<file path="config.mk">
export PLATFORM = sky130hd
export DESIGN_NAME = dir_input_ctrl
export DESIGN_NICKNAME = d
export VERILOG_FILES = /design/src/rtl/pacman_pkg.sv /design/src/rtl/btn_debounce.sv /design/src/rtl/dir_input_ctrl.sv
export SDC_FILE = /design/constraint.sdc
export NUM_CORES = 1
export LEC_CHECK = 0
export BUFFER_PORTS_ARGS = -buffer_cell sky130_fd_sc_hd__buf_2
export CORE_MARGIN = 2
export CORE_UTILIZATION = 27
export CTS_BUF_LIST = sky130_fd_sc_hd__clkbuf_8 sky130_fd_sc_hd__clkbuf_16
export CTS_CLUSTER_SIZE = 24
export DETAILED_ROUTE_END_ITERATION = 6
export HOLD_SLACK_MARGIN = 0.08
export PLACE_DENSITY_LB_ADDON = 0.12
export SYNTH_ARGS = -nofsm -noshare
export SYNTH_HDL_FRONTEND = slang
export SYNTH_SLANG_ARGS = --single-unit
</file>
<file path="constraint.sdc">
create_clock -name clk -period 9.05 [get_ports clk]
set_input_delay 0.4525 -clock clk [delete_from_list [all_inputs] [get_ports clk]]
set_output_delay 0.4525 -clock clk [all_outputs]
set_load 0.05 [all_outputs]
</file>
<file path="src/rtl/pacman_pkg.sv">
// Shared types for the Pacman board: direction codes, input-controller
// states and the round-robin direction picker.
package pacman_pkg;

  // Direction codes, in the same bit order as the direction LEDs
  typedef enum logic [1:0] {
    DIR_UP    = 2'd0,
    DIR_RIGHT = 2'd1,
    DIR_DOWN  = 2'd2,
    DIR_LEFT  = 2'd3
  } dir_e;

  // Direction-input controller states
  typedef enum logic [1:0] {
    IDLE   = 2'd0,
    HELD   = 2'd1,
    LOCKED = 2'd2
  } ctrl_state_e;

  localparam int NUM_DIRS = 4;

  // First set request searching upward from last+1 with wrap-around.
  // Offset 4 wraps to last itself, so the previous winner is considered
  // only after every other direction.
  function automatic logic [1:0] rr_pick(input logic [NUM_DIRS-1:0] req,
                                         input logic [1:0] last);
    logic [1:0] idx;
    logic [1:0] result;
    logic       found;
    result = last + 2'd1;
    found  = 1'b0;
    for (int k = 1; k <= NUM_DIRS; k++) begin
      idx = last + 2'(k);
      if (!found && req[idx]) begin
        result = idx;
        found  = 1'b1;
      end
    end
    return result;
  endfunction

endpackage

</file>
<file path="src/rtl/btn_debounce.sv">
// One button: two-flop synchronizer followed by a level debouncer that
// accepts a new level only after DEBOUNCE_CYCLES consecutive differing samples.
module btn_debounce #(
  parameter int DEBOUNCE_CYCLES = 500000
) (
  input  logic clk,
  input  logic rst,
  input  logic btn_raw,
  output logic stable
);

  localparam int CW = (DEBOUNCE_CYCLES > 1) ? $clog2(DEBOUNCE_CYCLES) : 1;
  localparam logic [CW-1:0] CNT_LAST = CW'(DEBOUNCE_CYCLES - 1);

  logic          sync_meta;
  logic          sync_q;
  logic [CW-1:0] cnt;

  // Two-stage synchronizer bringing the raw pin into the clock domain
  always_ff @(posedge clk or posedge rst) begin
    if (rst) begin
      sync_meta <= 1'b0;
      sync_q    <= 1'b0;
    end else begin
      sync_meta <= btn_raw;
      sync_q    <= sync_meta;
    end
  end

  // Count consecutive samples that disagree with the accepted level; flip on the last one
  always_ff @(posedge clk or posedge rst) begin
    if (rst) begin
      cnt    <= '0;
      stable <= 1'b0;
    end else if (sync_q == stable) begin
      cnt <= '0;
    end else if (cnt == CNT_LAST) begin
      stable <= sync_q;
      cnt    <= '0;
    end else begin
      cnt <= cnt + 1'b1;
    end
  end

endmodule

</file>
<file path="src/rtl/dir_input_ctrl.sv">
// Player-direction input path: debounces the four direction buttons,
// grants one of them round-robin, and latches game-over into a blinking
// LED override that freezes all further input until reset.
module dir_input_ctrl
  import pacman_pkg::*;
#(
  parameter int DEBOUNCE_CYCLES = 500000,
  parameter int BLINK_CYCLES    = 25000000
) (
  input  logic       clk,
  input  logic       rst,
  input  logic [3:0] btn,
  input  logic       game_over,
  output logic [1:0] dir,
  output logic       pressed,
  output logic       dir_valid,
  output logic       go_led
);

  localparam int BW = (BLINK_CYCLES > 1) ? $clog2(BLINK_CYCLES) : 1;
  localparam logic [BW-1:0] BLINK_LAST = BW'(BLINK_CYCLES - 1);

  logic [NUM_DIRS-1:0] stable;
  logic [1:0]          pick;

  ctrl_state_e         state;
  ctrl_state_e         state_n;
  logic [1:0]          dir_n;
  logic [1:0]          last_grant;
  logic [1:0]          last_grant_n;
  logic                pressed_n;
  logic                dir_valid_n;
  logic                go_led_n;
  logic [BW-1:0]       blink_cnt;
  logic [BW-1:0]       blink_cnt_n;

  for (genvar i = 0; i < NUM_DIRS; i++) begin : g_debounce
    btn_debounce #(
      .DEBOUNCE_CYCLES(DEBOUNCE_CYCLES)
    ) u_debounce (
      .clk    (clk),
      .rst    (rst),
      .btn_raw(btn[i]),
      .stable (stable[i])
    );
  end

  assign pick = rr_pick(stable, last_grant);

  // Next-state logic: grant, hold, regrant, release, and the game-over lock with its blink
  always_comb begin
    state_n      = state;
    dir_n        = dir;
    last_grant_n = last_grant;
    pressed_n    = pressed;
    dir_valid_n  = 1'b0;
    go_led_n     = go_led;
    blink_cnt_n  = blink_cnt;

    case (state)
      IDLE: begin
        if (game_over) begin
          state_n     = LOCKED;
          pressed_n   = 1'b0;
          go_led_n    = 1'b1;
          blink_cnt_n = '0;
        end else if (|stable) begin
          state_n      = HELD;
          dir_n        = pick;
          last_grant_n = pick;
          pressed_n    = 1'b1;
          dir_valid_n  = 1'b1;
        end else begin
          pressed_n = 1'b0;
        end
      end

      HELD: begin
        if (game_over) begin
          state_n     = LOCKED;
          pressed_n   = 1'b0;
          go_led_n    = 1'b1;
          blink_cnt_n = '0;
        end else if (stable[dir]) begin
          state_n = HELD;
        end else if (|stable) begin
          dir_n        = pick;
          last_grant_n = pick;
          pressed_n    = 1'b1;
          dir_valid_n  = 1'b1;
        end else begin
          state_n   = IDLE;
          pressed_n = 1'b0;
        end
      end

      LOCKED: begin
        pressed_n = 1'b0;
        if (blink_cnt == BLINK_LAST) begin
          blink_cnt_n = '0;
          go_led_n    = ~go_led;
        end else begin
          blink_cnt_n = blink_cnt + 1'b1;
        end
      end

      default: begin
        state_n   = IDLE;
        pressed_n = 1'b0;
      end
    endcase
  end

  // Controller registers; reset restarts the round-robin search at direction 0
  always_ff @(posedge clk or posedge rst) begin
    if (rst) begin
      state      <= IDLE;
      dir        <= DIR_UP;
      last_grant <= DIR_LEFT;
      pressed    <= 1'b0;
      dir_valid  <= 1'b0;
      go_led     <= 1'b0;
      blink_cnt  <= '0;
    end else begin
      state      <= state_n;
      dir        <= dir_n;
      last_grant <= last_grant_n;
      pressed    <= pressed_n;
      dir_valid  <= dir_valid_n;
      go_led     <= go_led_n;
      blink_cnt  <= blink_cnt_n;
    end
  end

endmodule
</file>
==> impl_metrics.env <==
export IMPL_status="finished clean"
export IMPL_gp_congestion=0.7506
export IMPL_layout_nets=655
export IMPL_cts_sinks=122
export IMPL_ff2ff_path_depth=5
export IMPL_max_freq_mhz=414.0
export IMPL_dp_hpwl_um=8457
export IMPL_yosys_most_used_dff="dfrtp_1"
export IMPL_n_fill_cell=2275
export IMPL_worstSetupStartpointType="flip-flop"
export IMPL_min_to="g_debounce[2].u_debounce.sync_meta"
export IMPL_r2r_start="blink_cnt[15]"
export IMPL_grt_pass1_wl_um=22260
export IMPL_rr_endpoint="blink_cnt[14]"
export IMPL_syn_nets=644
export IMPL_cellPowerDensity_nw_per_um2=196.8
export IMPL_yosysMostFrequentCell="dfrtp_1"
export IMPL_cts_hold_buffers=0
export IMPL_track_usage=0.1159
export IMPL_totalWireLength_um=12760
export IMPL_fin_skew_ps=11.36
export IMPL_synth_area_leaders="dfrtp_1 49%, nor2_1 7.0%, xor2_1 6.3%"
export IMPL_synthDistinctLibCells=61
export IMPL_routedWlPerCell_um=13.65
export IMPL_via_per_inst=4.728
export IMPL_synth_common_cells="120 x dfrtp_1, 114 x nor2_1, 47 x nand2_1, 44 x xor2_1"
export IMPL_io_buffers=11
export IMPL_stdcell_count=935
export IMPL_path_clk_slew_ps=60
export IMPL_synth_cell_area_sq_um=6090
export IMPL_post_cts_resized=0
export IMPL_arrival_ps=2720
export IMPL_hp_class="in -> reg"
export IMPL_worstPathRequired_ps=9360
export IMPL_die_h_um=154.2
export IMPL_post_cts_buffers=0
export IMPL_maxSlewViolCount=0
export IMPL_critPathCaptureType="flip-flop"
export IMPL_root_buffer="clkbuf_16"
export IMPL_dieWidth_um=154.2
export IMPL_hp_start="btn[2]"
export IMPL_p_leak_nw=2.900
export IMPL_floorplan_initialDensity=0.2773
export IMPL_grt_max_degree=68
export IMPL_finalSetupViolations=0
export IMPL_path_depth=5
export IMPL_drv_cap=0
export IMPL_async_reset_ff_frac=1.000
export IMPL_synth_top_area_frac=0.4931
export IMPL_crit_fanout=11
export IMPL_h_tree_depth=4
export IMPL_cts_buffer_depth=2
export IMPL_first_pass_iters=4
export IMPL_hold_viol=0
export IMPL_cts_tree="done"
export IMPL_place_inst=904
export IMPL_antenna_found_initial=0
export IMPL_utilization=0.3179
export IMPL_synth_warnings=0
export IMPL_crit_buf_inv=0
export IMPL_fin_crit_ps=2415
export IMPL_relSlewSlack=0.2705
export IMPL_num_antenna_cells=0
export IMPL_synthCells=632
export IMPL_criticalPathCategory="reg -> reg"
export IMPL_cts_buffers=17
export IMPL_whs_path_depth=1
export IMPL_rsz0062_at_grt="false"
export IMPL_drt_iter0_drc=188
export IMPL_overflow=0
export IMPL_rows=54
export IMPL_synth_enable_flop_cells=0
export IMPL_peakVddDrop_mv=0.08525
export IMPL_cpMaxStageDelayCell="o41ai_2"
export IMPL_yosysTopAreaCell="dfrtp_1"
export IMPL_vias=4421
export IMPL_path_delay_family="compound AO/OA/AOI/OAI gates"
export IMPL_synth_area_per_cell_sq_um=9.635
export IMPL_core_area_sq_um=21960
export IMPL_area_growth_pct=14.63
export IMPL_drive_above_1_share=0.08702
export IMPL_fin_crit_sh=0.2669
export IMPL_cpPeakStageDelay_ps=890
export IMPL_die_area_sq_um=23770
export IMPL_drcViolationCount=0
export IMPL_crit_path_cell_trace="nor4bb_1, nand3_1, o41ai_2, o21ai_0, a22o_1"
export IMPL_first_global_vias=4438
export IMPL_clock_latency_ps=420
export IMPL_ant_nets=0
export IMPL_tns_ps=0
export IMPL_r2r_setup_slack_ps=6630
export IMPL_yosys_register_bits=122
export IMPL_p_total_w=0.001374
export IMPL_tightestPinTransition_ps=1082
export IMPL_synth_seq_area_share=0.5017
export IMPL_ioPinCount=12
==> registers in the layout, indices dropped and copies added (netlist names) <==
name,flops
last_grant,2
dir,2
g_debounce.u_debounce.stable,4
g_debounce.u_debounce.sync_meta,4
pressed,1
go_led,1
g_debounce.u_debounce.cnt,76
blink_cnt,25
state,2
dir_valid,1
g_debounce.u_debounce.sync_q,4
==> logic make-up (layout without fill, tap and decap cells) <==
kind of cell | count (synthesis) | count (layout) | synth area share
AOI/OAI and AO/OA | 64 | 64 | 0.07027
adders and majority gates | 5 | 5 | 0.01027
muxes | 6 | 6 | 0.01233
xor gates and xnor gates | 78 | 78 | 0.1122
and+or+nand+nor | 313 | 313 | 0.2609
DFF | 122 | 122 | 0.5017
buffers and inverters | 44 | 67 | 0.03226
==> per-stage QoR <==
| step | hold slack, ps | worst slack, ps | instance area, sq um |
|---|---|---|---|
| after global routing | 127.2 | 6403 | 6980 |
| final | 141.1 | 6635 | 6980 |
| after CTS | 120.1 | 6639 | 6980 |
| after floorplan | 331.2 | 5358 | 6090 |
| after global placement | 334.1 | 6688 | 6399 |
| after detailed placement | 334.7 | 6652 | 6399 |
==> cell type report <==
class | count | area, sq um | share of cell area
Timing Repair Buffer | 12 | 62.56 | 0.008962
Inverter | 24 | 92.59 | 0.01326
Clock inverter | 10 | 101.3 | 0.01452
Sequential cell | 122 | 3055 | 0.4377
Multi-Input combinational cell | 466 | 2838 | 0.4065
Tap cell | 280 | 350.3 | 0.05019
Clock buffer | 21 | 480.5 | 0.06883
==> worst max path at each step <==
| stage | startpoint | end | slack [ps] |
|---|---|---|---|
| after global placement | blink_cnt[15] | blink_cnt[14] | 6690 |
| after floorplan | rst | blink_cnt[0] | 5360 |
| after detailed placement | blink_cnt[6] | blink_cnt[14] | 6650 |
| after global routing | blink_cnt[18] | blink_cnt[14] | 6400 |
| final | blink_cnt[15] | blink_cnt[14] | 6630 |
| after CTS | blink_cnt[6] | blink_cnt[14] | 6640 |
==> layer usage <==
layer	wire, um	vias up	part of all wire	GRT usage
met3	344	11	0.027	0.03026
met1	6480	2144	0.51	0.1587
met4	170	0	0.013	0.04005
met2	5765	41	0.45	0.1779
li1	-	2225	-	-
met5	0	-	0	0
==> power by group <==
part / total (W) / internal, W / switching (W)
Clock: 0.000668 / 0.000428 / 0.000240
Sequential: 0.000616 / 0.000575 / 0.0000401
Combinational: 0.0000901 / 0.0000368 / 0.0000533
==> cells in the final DEF, fill, tap and decap left out, types with 11 or more instances in the layout <==
master / instances
clkbuf_16: 17
nand2_1: 47
nand4_1: 32
buf_2: 11
xnor2_1: 34
o21ai_0: 13
nand3_1: 34
inv_1: 25
a21oi_1: 17
xor2_1: 44
nor3_1: 13
nor2_1: 114
dfrtp_1: 120
No activity file was read; power rests on OpenSTA's default activity.
